## config.mk

```make
export PLATFORM = sky130hd
export DESIGN_NAME = app_arbit_rr4
export DESIGN_NICKNAME = d
export VERILOG_FILES = /design/src/rtl/app_arbit_pkg.sv /design/src/rtl/arbit_rr_pick.sv /design/src/rtl/app_arbit_rr4.sv
export SDC_FILE = /design/constraint.sdc
export NUM_CORES = 1
export LEC_CHECK = 0
export BUFFER_PORTS_ARGS = -buffer_cell sky130_fd_sc_hd__buf_2
export CORE_MARGIN = 2
export CORE_UTILIZATION = 35
export DETAILED_ROUTE_END_ITERATION = 8
export PLACE_DENSITY = 0.65
export REMOVE_ABC_BUFFERS = 1
export SLEW_MARGIN = 0
export SYNTH_ARGS = -nofsm -noshare
export SYNTH_HDL_FRONTEND = slang
export SYNTH_SLANG_ARGS = --single-unit
```

## constraint.sdc

```tcl
create_clock -name I_clk -period 3.9 [get_ports I_clk]
set_clock_uncertainty 0.15 [all_clocks]
set_input_delay 0.585 -clock I_clk [delete_from_list [all_inputs] [get_ports I_clk]]
set_output_delay 0.585 -clock I_clk [all_outputs]
set_load 0.01 [all_outputs]
```

## src/rtl/app_arbit_pkg.sv

```systemverilog
// Shared types and helpers for the DDR3 app-port round-robin arbiter.
//   arb_state_t : arbiter FSM states
//   rr_pick_t   : winner index plus valid flag
//   rr_next()   : round-robin search of a pending vector
package app_arbit_pkg;

    localparam int unsigned CH_MAX = 4;
    localparam int unsigned IDX_W  = 2;

    typedef enum logic [1:0] {
        ST_IDLE    = 2'd0,
        ST_GRANT   = 2'd1,
        ST_BUSY    = 2'd2,
        ST_RELEASE = 2'd3
    } arb_state_t;

    typedef struct packed {
        logic             vld;
        logic [IDX_W-1:0] idx;
    } rr_pick_t;

    // Rotate pend so channel last+1 sits at bit 0, take the lowest set bit,
    // then map that position back to a channel index (all modulo ch_num).
    function automatic rr_pick_t rr_next(
        input logic [CH_MAX-1:0] pend,
        input logic [IDX_W-1:0]  last,
        input int unsigned       ch_num
    );
        rr_pick_t          r;
        logic [CH_MAX-1:0] rot;
        int unsigned       base;
        logic              found;

        r     = '0;
        rot   = '0;
        found = 1'b0;
        base  = (32'(last) + 32'd1) % ch_num;

        for (int unsigned j = 0; j < CH_MAX; j++) begin
            if (j < ch_num) begin
                rot[IDX_W'(j)] = pend[IDX_W'((base + j) % ch_num)];
            end
        end

        for (int unsigned j = 0; j < CH_MAX; j++) begin
            if (!found && rot[IDX_W'(j)]) begin
                found = 1'b1;
                r.vld = 1'b1;
                r.idx = IDX_W'((base + j) % ch_num);
            end
        end
        return r;
    endfunction

endpackage

```

## src/rtl/arbit_rr_pick.sv

```systemverilog
// Combinational round-robin winner picker.
//   pend      : pending request bits, one per channel
//   last      : index of the most recently granted channel
//   win_id_c  : index of the winning channel
//   win_vld_c : high when any channel is pending
module arbit_rr_pick
    import app_arbit_pkg::*;
#(
    parameter int unsigned CH_NUM = 4
) (
    input  logic [CH_NUM-1:0] pend,
    input  logic [1:0]        last,
    output logic [1:0]        win_id_c,
    output logic              win_vld_c
);

    rr_pick_t pick;

    // Pending vector is zero-extended to the package's maximum channel count.
    assign pick      = rr_next(CH_MAX'(pend), last, CH_NUM);
    assign win_id_c  = pick.idx;
    assign win_vld_c = pick.vld;

endmodule

```

## src/rtl/app_arbit_rr4.sv

```systemverilog
// Round-robin arbiter for the shared DDR3 native app port (2..4 channels).
//   I_clk, I_Rst_n : clock, async active-low reset
//   I_req          : per-channel one-cycle request pulse
//   I_start, I_end : per-channel burst bracket pulses (granted channel only)
//   O_vaild        : one-hot grant, zero when no channel owns the port
//   O_grant_id     : current/last granted channel, drives the command mux
//   O_busy         : high while a channel owns the port
//   O_timeout      : one-cycle pulse when the watchdog forces a release
module app_arbit_rr4
    import app_arbit_pkg::*;
#(
    parameter int unsigned CH_NUM  = 4,
    parameter int unsigned TMO_W   = 16,
    parameter int unsigned TMO_CYC = 4096
) (
    input  logic              I_clk,
    input  logic              I_Rst_n,
    input  logic [CH_NUM-1:0] I_req,
    input  logic [CH_NUM-1:0] I_start,
    input  logic [CH_NUM-1:0] I_end,
    output logic [CH_NUM-1:0] O_vaild,
    output logic [1:0]        O_grant_id,
    output logic              O_busy,
    output logic              O_timeout
);

    localparam logic [TMO_W-1:0] WDOG_LAST = TMO_W'(TMO_CYC - 1);
    localparam logic [1:0]       ID_RST    = 2'(CH_NUM - 1);

    arb_state_t        state_q,    state_d;
    logic [CH_NUM-1:0] pend_q,     pend_d;
    logic [CH_NUM-1:0] pend_clr;
    logic [CH_NUM-1:0] vaild_q,    vaild_d;
    logic [1:0]        grant_id_q, grant_id_d;
    logic              busy_q,     busy_d;
    logic              tmo_q,      tmo_d;
    logic [TMO_W-1:0]  wdog_q,     wdog_d;
    logic [TMO_W-1:0]  wdog_inc;

    logic [1:0]        win_id;
    logic              win_vld;
    logic              hit_start;
    logic              hit_end;
    logic              wdog_exp;

    // Winner search starts just after the last granted channel.
    arbit_rr_pick #(
        .CH_NUM (CH_NUM)
    ) u_pick (
        .pend      (pend_q),
        .last      (grant_id_q),
        .win_id_c  (win_id),
        .win_vld_c (win_vld)
    );

    // vaild_q is one-hot on the owner, so masking ignores foreign pulses.
    assign hit_start = |(I_start & vaild_q);
    assign hit_end   = |(I_end & vaild_q);
    assign wdog_exp  = (wdog_q == WDOG_LAST);
    assign wdog_inc  = wdog_exp ? wdog_q : wdog_q + TMO_W'(1);

    // New requests win over the grant-cycle clear, so a re-request survives.
    assign pend_d = (pend_q & ~pend_clr) | I_req;

    // Next-state and next-output logic.
    always_comb begin
        state_d    = state_q;
        vaild_d    = vaild_q;
        grant_id_d = grant_id_q;
        busy_d     = busy_q;
        tmo_d      = 1'b0;
        wdog_d     = wdog_q;
        pend_clr   = '0;

        case (state_q)
            // RELEASE already provided the one-cycle turnaround gap, so it may
            // grant the next pending channel directly.
            ST_IDLE, ST_RELEASE: begin
                vaild_d = '0;
                busy_d  = 1'b0;
                state_d = ST_IDLE;
                if (win_vld) begin
                    state_d    = ST_GRANT;
                    vaild_d    = CH_NUM'(1) << win_id;
                    grant_id_d = win_id;
                    busy_d     = 1'b1;
                    wdog_d     = '0;
                    pend_clr   = CH_NUM'(1) << win_id;
                end
            end

            ST_GRANT: begin
                if (hit_end) begin
                    state_d = ST_RELEASE;
                    vaild_d = '0;
                    busy_d  = 1'b0;
                end else if (wdog_exp) begin
                    state_d = ST_RELEASE;
                    vaild_d = '0;
                    busy_d  = 1'b0;
                    tmo_d   = 1'b1;
                end else if (hit_start) begin
                    state_d = ST_BUSY;
                    wdog_d  = '0;
                end else begin
                    wdog_d  = wdog_inc;
                end
            end

            ST_BUSY: begin
                if (hit_end) begin
                    state_d = ST_RELEASE;
                    vaild_d = '0;
                    busy_d  = 1'b0;
                end else if (wdog_exp) begin
                    state_d = ST_RELEASE;
                    vaild_d = '0;
                    busy_d  = 1'b0;
                    tmo_d   = 1'b1;
                end else begin
                    wdog_d  = wdog_inc;
                end
            end

            default: begin
                state_d = ST_IDLE;
                vaild_d = '0;
                busy_d  = 1'b0;
            end
        endcase
    end

    // State, pending, watchdog and output registers.
    always_ff @(posedge I_clk or negedge I_Rst_n) begin
        if (!I_Rst_n) begin
            state_q    <= ST_IDLE;
            pend_q     <= '0;
            vaild_q    <= '0;
            grant_id_q <= ID_RST;
            busy_q     <= 1'b0;
            tmo_q      <= 1'b0;
            wdog_q     <= '0;
        end else begin
            state_q    <= state_d;
            pend_q     <= pend_d;
            vaild_q    <= vaild_d;
            grant_id_q <= grant_id_d;
            busy_q     <= busy_d;
            tmo_q      <= tmo_d;
            wdog_q     <= wdog_d;
        end
    end

    assign O_vaild    = vaild_q;
    assign O_grant_id = grant_id_q;
    assign O_busy     = busy_q;
    assign O_timeout  = tmo_q;

endmodule

```

==> results.md <==
* Status: completed
* Worst-path fanout max at 10
* Final Max Tran Viols at 0
* Register area at ~750 um2
* Sequential-to-total area share from yosys stat at 45.3%
* YS warnings at 0
* Number of diodes at 0
* Worst Setup End Kind: register
* Clk slew on worst S/H paths at 60 ps
* Min-delay worst type: in -> async
* DRT antenna net count at 0
* Crit path kind: reg -> reg
* Area Overhead vs Synth at 13.3%
* CTS tree: built
* DR vias at between 1,000 and 1,500
* Core footprint at 4660 um2
* Min setup slack post-route at ~1600 ps
* DRT Pass-1 Iters at 4
* Setup crit start kind: register
* Share of the synthesized area in the top cell type at 42.1%
* HPWL Detailed at about 2500 um
* Starting Density at ~36%
* CTS Buffer Depth at 2
* Gpl congestion at 0.869
* Max_cap viols at 0
* Syn Inst Count at between 150 and 200
* # Post-CTS Setup Buffers at 0
* Root Driver: clkbuf_8
* First-pass GRT wire length at between 5000 and 6000 um
* Post-CTS resize count at 0
* Setup tns final at 0 ps
* Gr ovfl total at 0
* Max VDD drop at 0.249 mV
* Most frequent cell after synthesis: nand2_1
* Number of synthesized flops with an enable pin at 0
* Die Span X at 72.9 um
* Delay of the slowest critical-path stage at around 400 ps
* Tot Pwr at between 1 and 1.5 mW
* Place WS at about 1400 ps
* Die Span Y at ~73 um
* Fin crit period at around 2300 ps
* Clk_lat worst skew at slightly below 300 ps
* Cts bufs inserted at 5
* Initial antenna violation count at 0
* Hold buffer count at cts at 0
* Layout cells sized above 1 at between 20% and 30%
* Fill cells at about 480
* Post-synth top area cell: dfrtp_1
* H-tree lvl count at 2
* IO Pins at 22
* RSZ-0062 raised after global routing: no
* Port Buffers at 21
* Tightest Pin Transition at between 800 and 900 ps
* Multi-input combinational cell area at 856 um2
* Row count at 25
* DR WL/cell at 13.8 um
* Asr flop ratio synth at 100%
* Synth area leaders: dfrtp_1, nand3_1, nand2_1, or4_2, dfstp_2
* GRT Total Usage at 14.4%
* Static Leakage at ~0.84 nW
* Synth unique cells at about 40
* Final Setup Violations at 0
* Most instantiated cells after synthesis: nand2_1, dfrtp_1, nand3_1
* Period utilization at 58.3%
* Detailed Route WL at roughly 3600 um
* Synthesized area at between 1500 and 2000 um2
* Final Net Count at between 200 and 250
* Critical Path RT at approximately 4000 ps
* Top_reg_cell synth: dfrtp_1
* Die ar. at approximately 5300 um2
* Arr. time, crit path at 2310 ps
* Vias per Instance at 5.58
* Max transition margin at between 40% and 50%
* Largest net degree at the start of global routing at 31
* Crit-path cells: inv_1 -> ha_1 -> a21boi_0 -> a21oi_1 -> nor2_2 -> or2b_2 -> o31ai_1
* Vias in the first global route at about 1,300
* # DRC at 0
* Clk sinks at 30
* PD cells at roughly 680 nW/um2
* Final hold vios at 0
* Slowest stage cell, crit path: nor2_2
* Initial drt markers at ~100
* Mapped Avg Cell Area at between 8 and 9 um2
* Worst hold slack at 184 ps
* Fmax at roughly 440 MHz
* #FFs+latches synth at 30
through the flow:
| stage | std cells | cell area, um2 | utilization, % |
|---|---|---|---|
| after CTS | 264 | 1880 | 40.4 |
| final | 264 | 1880 | 40.4 |
| after global placement | 257 | 1810 | 38.8 |
| after floorplan | 181 | 1630 | - |
| after global routing | 264 | 1880 | 40.4 |
| after detailed placement | 257 | 1810 | 38.8 |
layout make-up:
type | instances | area share [%]
flip-flops and latches | 30 | 40.0
well taps | 54 | 3.59
multi-input cells | 146 | 45.4
inverters | 5 | 0.996
clock buffers | 7 | 4.05
repair buffers | 22 | 5.98
layer usage:
metal  part of all wire [%]  GRT usage (%)  wire (um)
met4                    2.1           6.79         77
met5                      0              0          0
met3                    3.2           3.31        117
met1                     50           19.3       1810
met2                     45           21.9       1640
cells in the final DEF (no fill, tap or decap), types with 3 or more instances in the layout:
master,count
ha_1,3
nand2_1,31
nor2_1,12
a21o_1,6
nand4_1,4
dfrtp_1,28
nand3_1,26
or4_2,7
o31ai_1,5
nor2b_1,5
o21ai_0,10
inv_1,5
buf_2,21
and3_1,3
a21oi_1,5
nor3_1,3
clkbuf_8,5
cell families (layout without fill, tap and decap cells):
group	after synthesis	count (layout)	share of synthesized area [%]
DFF	30	30	45.3
buffers and inverters	9	34	3.24
and+or+nand+nor	106	106	34.2
adders and majority gates	3	3	2.26
AOI/OAI and AO/OA	37	37	15.0
final timing paths:
path	from	to	slack (ps)	cells past startpoint
max in group asynchronous	I_Rst_n	pend_q[1]	2970	1
min reg2reg	O_grant_id[0]	O_grant_id[0]	330	2
max	state_q[1]	wdog_q[3]	1630	7
min	I_Rst_n	wdog_q[15]	180	1
min in group I_clk	I_req[2]	pend_q[2]	320	2
max reg2reg	state_q[1]	wdog_q[3]	1630	7
state kept, by name, summed over array words and instances (netlist names):
| register | count |
|---|---|
| O_busy | 1 |
| O_vaild | 4 |
| wdog_q | 16 |
| O_grant_id | 2 |
| O_timeout | 1 |
| pend_q | 4 |
| state_q | 2 |
power breakdown:
group	switching, mW	leakage [nW]	total, mW	internal (mW)
sequential	0.0642	0.383	0.453	0.388
combinational	0.390	0.416	0.599	0.209
clock	0.113	0.0383	0.235	0.123
worst max-delay path: cells and delay by family (launching register included):
kind,cells,cell delay [ps]
compound gates,3,600
fa+ha+maj,1,180
buf+inv,1,80
flops,1,390
simple gates,2,790
Note: power is estimated with default switching activity, not from simulation.
